==> config.mk <==
export PLATFORM = sky130hd
export DESIGN_NAME = shift_seq
export DESIGN_NICKNAME = d
export VERILOG_FILES = /design/src/rtl/shift_seq_pkg.sv /design/src/rtl/shift_step.sv /design/src/rtl/shift_seq.sv
export SDC_FILE = /design/constraint.sdc
export NUM_CORES = 1
export LEC_CHECK = 0
export ABC_AREA = 1
export BUFFER_PORTS_ARGS = -buffer_cell sky130_fd_sc_hd__buf_4
export CORE_ASPECT_RATIO = 0.7
export CORE_MARGIN = 5
export CORE_UTILIZATION = 35
export DETAILED_ROUTE_END_ITERATION = 8
export PLACE_DENSITY = 0.62
export SETUP_SLACK_MARGIN = 0.02
export SLEW_MARGIN = 20
export SYNTH_ARGS = -nofsm -noshare
export SYNTH_HDL_FRONTEND = slang
export SYNTH_SLANG_ARGS = --single-unit
==> constraint.sdc <==
create_clock -name clk -period 1.18 [get_ports clk]
set_input_delay 0.059 -clock clk [delete_from_list [all_inputs] [get_ports clk]]
set_output_delay 0.059 -clock clk [all_outputs]
set_load 0.02 [all_outputs]
==> src/rtl/shift_seq_pkg.sv <==
// Shared types and constants for the multi-cycle sequential shifter.
// Optional feature macro: SHIFT_SEQ_ROTATE_EN (rotate mode), used by the
// files that import this package.
package shift_seq_pkg;

  localparam int WIDTH_DEF = 16;
  localparam int AMT_W_DEF = 4;

  typedef enum logic [1:0] {
    IDLE = 2'd0,
    RUN  = 2'd1,
    DONE = 2'd2
  } state_t;

  typedef logic [1:0] mode_t;

  localparam mode_t SH_LEFT   = 2'd0;
  localparam mode_t SH_LRIGHT = 2'd1;
  localparam mode_t SH_ARIGHT = 2'd2;
  localparam mode_t SH_ROT    = 2'd3;

  // Collapse the request bits into one mode; rotate takes priority over arith,
  // and arith only matters for right shifts.
  function automatic mode_t mode_of(input logic right, input logic arith, input logic rotate);
    mode_t m;
    if (rotate) begin
      m = SH_ROT;
    end else if (!right) begin
      m = SH_LEFT;
    end else if (arith) begin
      m = SH_ARIGHT;
    end else begin
      m = SH_LRIGHT;
    end
    return m;
  endfunction

endpackage

==> src/rtl/shift_step.sv <==
// Combinational single-position shift/rotate step.
// Optional feature macro: SHIFT_SEQ_ROTATE_EN; without it the rotate input is
// accepted but ignored and no rotate fill path exists.
module shift_step #(
  parameter int WIDTH = 16
) (
  input  logic [WIDTH-1:0] i_word,
  input  logic             i_right,
  input  logic             i_arith,
  input  logic             i_rotate,
  output logic [WIDTH-1:0] o_next,
  output logic             o_out_bit
);

  logic w_fill;

`ifndef SHIFT_SEQ_ROTATE_EN
  logic w_unused_rotate;
  assign w_unused_rotate = i_rotate;
`endif

  // Pick the bit leaving the word and the bit entering at the opposite end.
  always_comb begin
    w_fill    = 1'b0;
    o_out_bit = 1'b0;
    o_next    = i_word;
    if (i_right) begin
      o_out_bit = i_word[0];
      w_fill    = i_arith ? i_word[WIDTH-1] : 1'b0;
`ifdef SHIFT_SEQ_ROTATE_EN
      if (i_rotate) begin
        w_fill = i_word[0];
      end
`endif
      o_next = {w_fill, i_word[WIDTH-1:1]};
    end else begin
      o_out_bit = i_word[WIDTH-1];
`ifdef SHIFT_SEQ_ROTATE_EN
      if (i_rotate) begin
        w_fill = i_word[WIDTH-1];
      end
`endif
      o_next = {i_word[WIDTH-2:0], w_fill};
    end
  end

endmodule

==> src/rtl/shift_seq.sv <==
// Multi-cycle sequential shifter: one single-position step per clock until the
// requested amount is done, with a start/ready/done handshake.
// Optional feature macro: SHIFT_SEQ_ROTATE_EN enables rotate mode; when it is
// undefined the rotate port is still present but treated as 0.
//
// state | meaning
// ------+-----------------------------------------------------------
// IDLE  | ready=1, result held; start loads operand and amount
// RUN   | one step per edge, count decrements; 1->0 edge goes to DONE
// DONE  | done=1 for exactly one cycle, then back to IDLE
module shift_seq
  import shift_seq_pkg::*;
#(
  parameter int WIDTH = WIDTH_DEF,
  parameter int AMT_W = AMT_W_DEF
) (
  input  logic             clk,
  input  logic             rst_n,
  input  logic             start,
  output logic             ready,
  input  logic [WIDTH-1:0] in_16,
  input  logic [AMT_W-1:0] amount,
  input  logic             right,
  input  logic             arith,
  input  logic             rotate,
  output logic [WIDTH-1:0] out_16,
  output logic             carry,
  output logic             done
);

  if (AMT_W != $clog2(WIDTH)) begin : g_bad_amt_w
    $error("shift_seq: AMT_W must equal clog2(WIDTH)");
  end

  state_t           r_state;
  state_t           w_next_state;
  logic [WIDTH-1:0] r_out;
  logic             r_carry;
  logic [AMT_W-1:0] r_count;
  logic             r_right;
  mode_t            r_mode;

  logic             w_ready;
  logic             w_done;
  logic             w_accept;
  logic             w_rot_req;
  logic [WIDTH-1:0] w_step_next;
  logic             w_step_bit;

`ifdef SHIFT_SEQ_ROTATE_EN
  assign w_rot_req = rotate;
`else
  logic w_unused_rotate;
  assign w_unused_rotate = rotate;
  assign w_rot_req       = 1'b0;
`endif

  assign w_accept = start & w_ready;

  shift_step #(
    .WIDTH (WIDTH)
  ) u_step (
    .i_word    (r_out),
    .i_right   (r_right),
    .i_arith   (r_mode == SH_ARIGHT),
    .i_rotate  (r_mode == SH_ROT),
    .o_next    (w_step_next),
    .o_out_bit (w_step_bit)
  );

  // Next-state and handshake outputs, decoded from the current state.
  always_comb begin
    w_next_state = r_state;
    w_ready      = 1'b0;
    w_done       = 1'b0;
    case (r_state)
      IDLE: begin
        w_ready = 1'b1;
        if (start) begin
          w_next_state = (amount == '0) ? DONE : RUN;
        end
      end
      RUN: begin
        if (r_count == AMT_W'(1)) begin
          w_next_state = DONE;
        end
      end
      DONE: begin
        w_done       = 1'b1;
        w_next_state = IDLE;
      end
      default: begin
        w_next_state = IDLE;
      end
    endcase
  end

  // State register with synchronous active-low reset.
  always_ff @(posedge clk) begin
    if (!rst_n) begin
      r_state <= IDLE;
    end else begin
      r_state <= w_next_state;
    end
  end

  // Datapath: load on accept, step and count down while running, hold otherwise.
  always_ff @(posedge clk) begin
    if (!rst_n) begin
      r_out   <= '0;
      r_carry <= 1'b0;
      r_count <= '0;
      r_right <= 1'b0;
      r_mode  <= SH_LEFT;
    end else if (w_accept) begin
      r_out   <= in_16;
      r_carry <= 1'b0;
      r_count <= amount;
      r_right <= right;
      r_mode  <= mode_of(right, arith, w_rot_req);
    end else if (r_state == RUN) begin
      r_out   <= w_step_next;
      r_carry <= w_step_bit;
      r_count <= r_count - AMT_W'(1);
    end
  end

  assign ready  = w_ready;
  assign done   = w_done;
  assign out_16 = r_out;
  assign carry  = r_carry;

endmodule

==> out/results.ini, run 1 <==
[critical_path]
critical-path-slowest-cell=dfxtp_2
startpoint_type=flip-flop
crit_path_end=done
cp.depth=4
cp-startpoint=r_state[1]
critPathBufInv=3
endpoint_kind=output pin
crit_path_cell_trace=inv_2, buf_4, nor2_4, buf_6
crit_path_max_fanout=4
r2r_start=r_state[0]
ff2ff_setup_slack_ns=0.09
required_ns=1.12
rr_worst_depth=8
slowest_delay_ns=0.37
critPathKind=flip-flop to output pin
critical_path.top_delay_family=flip-flops
worstPathArrival_ns=1.05
r2r-end=out_16[15]

[cts]
clk_pin_slew_ns=0.10
clockRootBuffer=clkbuf_8
worstSkewPairLatency_ns=0.28
htreeDepth=1
cts.sinks=26
cts_made_buffers=3
cts_tree=yes
clk_path_buf_depth=2
postCtsHoldBufs=0

[synth]
synth_cell_types=21
synth_area_per_cell_sq_um=6.22
syn_area_sq_um=1530
syn_nets=274
seq_area_frac_synth_pct=34.0
yosysWarnings=0
synth_cells=246
ys_seq_elements=26

[sta]
fin_crit_ns=1.10
finalSetupViolations=0
slew_viol_final=0
tightest_slew_ns=0.192
rsz0062_at_grt=yes
slew_headroom_pct=87.1
hold_viol_final=0
finalSetupTns_ns=0
finClkSkew_ns=0.00715
min_period_over_period_pct=93.6
fmax_mhz=905
setup_slack_ns=0.0755

[floorplanning]
fp.dieH_microns=65.3
core_area_sq_um=4280
initial_core_util_pct=35.8
fp.dieW_microns=89.0
fp-row-count=20
io_pins=45
die_area_sq_um=5820

[final_layout]
final_common_cell=nand2_1
fin_nets=329
drive_above_1_share_pct=26.7
stdcell_count=355
layout_common_cells=83 x nand2_1, 55 x buf_4, 39 x inv_1
antenna_cells=0
areaGrowthSynthToFinish_pct=39.9
final.fill_count=439
postLayoutCoreUtil_pct=50.0

[place]
port_buffers=43
gp_congestion=0.822
post-place-ws_ns=0.0148
placed_cells=346
place_hpwl_microns=3060

[pwr]
p_leak_nw=1.07
p_per_area_nw_per_um2=1340
vdd_drop_max_uv=553

[global_routing]
grt_first_pass_wirelength_microns=6510
grt_pass1_vias=1409
grt-ovfl-total=0
grt_start_max_net_pins=28
antenna_found_initial=0
grt_use_total_pct=14.1

[route]
vias=1615
first_iter_violations=121
vias_per_cell=4.55
firstDrtPassIters=5
wire_per_inst_microns=11.3
ant_nets=0
wl_microns=4020
drc=0

[run]
maxCapViolations=0

[outcome]
outcome=finished clean

[worst_hold_path]
hp-class=primary input to flip-flop

-- worst min-delay path by stage --
stage,startpoint,to,slack (ns),depth (start not counted)
5_1_grt,amount[0],r_count[0],0.05,3
3_3_place_gp,arith,r_mode[1],0.32,3
6_report,arith,r_mode[1],0.04,3
4_1_cts,arith,r_mode[1],0.03,3
2_1_floorplan,arith,r_mode[1],0.20,2
3_5_place_dp,arith,r_mode[1],0.32,3
-- layout make-up --
class                      instances  area [sq um]  area share, %
clock inverter                     1          30.0           1.40
sequential                        26           528           24.7
tap                               55          68.8           3.21
inverter                          44           168           7.83
clock buffer                       3          41.3           1.93
multi-input combinational        165           790           36.9
timing repair buffer              61           515           24.1
-- state kept, by name, indices dropped and copies added (netlist names) --
name	cells
out_16	16
r_count	4
r_right	1
r_state	2
r_mode	2
carry	1
-- tightest hold or removal path, stage by stage --
cell and delay (ns):
buf_4 0.09, nand3_1 0.06, o21ai_0 0.07
-- Yosys cell counts, drive strengths merged --
library cell / n / area (sq um)
nand4: 2 / 12.5
nand2: 84 / 318
a31oi: 3 / 18.8
a21oi: 19 / 95.1
ha: 2 / 25.0
inv: 43 / 161
nand3: 25 / 130
o21ai: 17 / 96.4
clkinv: 1 / 3.75
buf: 11 / 87.6
dfxtp: 26 / 521
nor2: 10 / 40.0
o21a: 2 / 15.0
or2: 1 / 6.26
-- per-stage QoR --
stage / total power [mW] / instance area, sq um / hold slack, ns
global placement: 2.06 / 1990 / 0.317
finish: 2.87 / 2140 / 0.0412
CTS: 2.83 / 2060 / 0.0331
detailed placement: 2.07 / 1990 / 0.319
global route: 3.06 / 2140 / 0.0491
floorplan: 1.69 / 1540 / 0.198
-- kinds of logic (layout without fill, tap and decap cells) --
| kind of cell | after synthesis | after routing | synth area share [%] |
|---|---|---|---|
| flip-flops | 26 | 26 | 34.0 |
| buffers and inverters | 55 | 109 | 16.5 |
| adder cells (fa/ha/maj) | 2 | 2 | 1.64 |
| AND/OR/NAND/NOR | 122 | 122 | 33.1 |
| AO/OA/AOI/OAI | 41 | 41 | 14.7 |
-- power by group --
part | leakage, nW | switching [mW] | internal (mW)
Sequential | 0.216 | 0.0938 | 0.987
Clock | 0.0357 | 0.303 | 0.454
Combinational | 0.820 | 0.559 | 0.473
-- repair_timing --
| item | in CTS | in global routing |
|---|---|---|
| setup buffers | 0 | 5 |
| setup endpoints to repair | 2 | 22 |
| pin swaps | 0 | 5 |
| resized for setup | 3 | 11 |
-- per-layer routing --
layer	up-vias	track usage [%]	share of wire [%]
met1	703	20.8	51
met3	2	3.13	6.1
met4	0	2.79	0.35
li1	873	-	-
met2	37	21.0	43
met5	-	0	0
Note: power is estimated with default switching activity, not from simulation.
==> inputs of run 2 (changes only) <==
==> constraint.sdc (replaced) <==
create_clock -name clk -period 1.4 [get_ports clk]
set_input_delay 0.07 -clock clk [delete_from_list [all_inputs] [get_ports clk]]
set_output_delay 0.07 -clock clk [all_outputs]
set_load 0.02 [all_outputs]
==> out/results.ini, run 2 (synthesized netlist as in run 1, its figures left out) <==
[critical_path]
r2r_start=r_state[0]
critPathKind=flip-flop to flip-flop
worstPathArrival_ns=1.40  ; +0.35 ns
required_ns=1.58  ; +0.46 ns
ff2ff_setup_slack_ns=0.17  ; +0.08 ns
rr_worst_depth=8  ; unchanged
startpoint_type=flip-flop
r2r-end=r_count[2]
crit_path_max_fanout=5  ; +1
endpoint_kind=flip-flop

[place]
port_buffers=43  ; unchanged
place_hpwl_microns=2920  ; -4.6%
gp_congestion=0.776  ; -5.6%

[cts]
worstSkewPairLatency_ns=0.28  ; about the same
cts_made_buffers=3  ; unchanged
cts_resized=0  ; -3
cts_tree=yes
clk_path_buf_depth=2  ; unchanged
clockRootBuffer=clkbuf_8
postCtsHoldBufs=0  ; unchanged
cts.sinks=26  ; unchanged
post_cts_buffers=0  ; unchanged
clk_pin_slew_ns=0.10  ; about the same
htreeDepth=1  ; unchanged

[worst_hold_path]
hold_start=in_16[0]
worstHoldPathCells=3  ; unchanged
hp-class=primary input to flip-flop
min_to=out_16[0]

[pwr]
p_leak_nw=0.997  ; -7.0%
p_int_mw=1.53  ; -20%
clkPwrFrac_pct=27.7  ; +1.3 points
power_switching_uw=771  ; -19%
vdd_drop_max_uv=530  ; -4.1%
pwr-share-comb_pct=33.0  ; -3.0 points
swShare_pct=33.6  ; +0.26 points
p_per_area_nw_per_um2=1160  ; -13%
p_seq_share_pct=39.3  ; +1.7 points
p_total_mw=2.30  ; -20%

[floorplanning]
die_area_sq_um=5820  ; unchanged
fp-row-count=20  ; unchanged
io_pins=45  ; unchanged
fp.dieH_microns=65.3  ; unchanged
core_area_sq_um=4280  ; unchanged
initial_core_util_pct=35.8  ; unchanged
fp.dieW_microns=89.0  ; unchanged

[final_layout]
antenna_cells=0  ; unchanged
largest_register_ffs=16  ; unchanged
layout_common_cells=83 x nand2_1, 49 x buf_4, 41 x inv_1
fin_nets=318  ; -3.3%
final_common_cell=nand2_1
areaGrowthSynthToFinish_pct=28.9
drive_above_1_share_pct=20.8  ; -5.9 points
final.fill_count=457  ; +4.1%

[route]
firstDrtPassIters=4  ; -1
first_iter_violations=79  ; -35%
ant_nets=0  ; unchanged
wl_microns=3870  ; -3.9%
vias_per_cell=4.68  ; +2.9%
drc=0  ; unchanged
wire_per_inst_microns=11.2  ; -0.83%
vias=1611  ; -0.25%

[sta]
fmax_mhz=814
slew_viol_final=0  ; unchanged
hold_viol_final=0  ; unchanged
tightest_slew_ns=0.252  ; +0.0600 ns
fin_crit_ns=1.23
finalSetupTns_ns=0  ; unchanged
slew_headroom_pct=83.1  ; -4.0 points
min_period_over_period_pct=87.7
finalSetupViolations=0  ; unchanged
finClkSkew_ns=0.0164  ; +0.00924 ns
rsz0062_at_grt=no

[global_routing]
grt_use_total_pct=14.2  ; +0.097 points
grt_first_pass_wirelength_microns=6570  ; +0.95%
grt_pass1_vias=1462  ; +3.8%
grt-ovfl-total=0  ; unchanged
grt_start_max_net_pins=23  ; -18%
antenna_found_initial=0  ; unchanged

[outcome]
outcome=finished clean

[run]
maxCapViolations=0  ; unchanged

==> run 2: changes by cell type in the layout (fill, tap and decap cells not counted), moves of 2 or more <==
| cell | before | now |
|---|---|---|
| buf_6 | 2 | 0 |
| dfxtp_2 | 3 | 0 |
| dfxtp_1 | 22 | 26 |
| inv_2 | 3 | 1 |
| nor2_4 | 2 | 0 |
| buf_12 | 4 | 1 |
| inv_1 | 39 | 41 |
| buf_4 | 55 | 49 |
| nor2_1 | 7 | 9 |
==> run 2: worst max-delay path, stage by stage (launching register included) <==
cell     delay (ns)
dfxtp_1        0.44
buf_4          0.16
nand2_1        0.09
inv_1          0.16
nand2_1        0.07
nand3_1        0.06
nand3_1        0.07
nand2_1        0.06
inv_1          0.03
==> run 2: cell type report <==
class | instances | area (sq um) | share of cell area, %
Tap cell | 55 | 68.8 | 3.49
Inverter | 44 | 168 | 8.50
Sequential cell | 26 | 520 | 26.4
Timing Repair Buffer | 50 | 388 | 19.7
Clock buffer | 3 | 41.3 | 2.09
Clock inverter | 1 | 30.0 | 1.52
Multi-Input combinational cell | 165 | 757 | 38.4
==> run 2: worst max-delay path by stage <==
| stage | from | end | slack (ns) | cells after the start |
|---|---|---|---|---|
| 2_1_floorplan | r_state[0] | r_right | 0.15 | 6 |
| 3_3_place_gp | r_state[1] | out_16[15] | 0.18 | 6 |
| 3_5_place_dp | r_state[1] | out_16[15] | 0.17 | 6 |
| 4_1_cts | r_state[1] | out_16[15] | 0.15 | 6 |
| 5_1_grt | r_state[0] | out_16[15] | 0.05 | 8 |
| 6_report | r_state[0] | r_count[2] | 0.17 | 8 |
==> run 2: power groups by stage <==
stage,sequential [mW],combinational (mW),clock [mW]
final,0.902,0.758,0.637
after CTS,0.903,0.765,0.650
after detailed placement,0.920,0.760,0
after global placement,0.919,0.753,0
after global routing,0.917,0.865,0.680
after floorplan,0.981,0.436,0
==> run 2: stage by stage <==
step           hold WS [ns]  std cells  area, sq um  setup slack (ns)  utilization (%)
2_1_floorplan         0.209        246         1530             0.149                -
3_3_place_gp          0.324        340         1900             0.180             44.4
6_report             0.0439        344         1970             0.172             46.1
5_1_grt              0.0560        344         1970            0.0496             46.1
3_5_place_dp          0.332        340         1900             0.167             44.4
4_1_cts              0.0407        344         1970             0.152             46.1
==> run 2: layer usage <==
layer / share of wire, % / vias up / GRT usage, %
met2: 44 / 42 / 22.6
li1: - / 850 / -
met3: 8.1 / 4 / 3.13
met1: 47 / 715 / 19.8
met5: 0 / - / 0
met4: 0.62 / 0 / 2.79
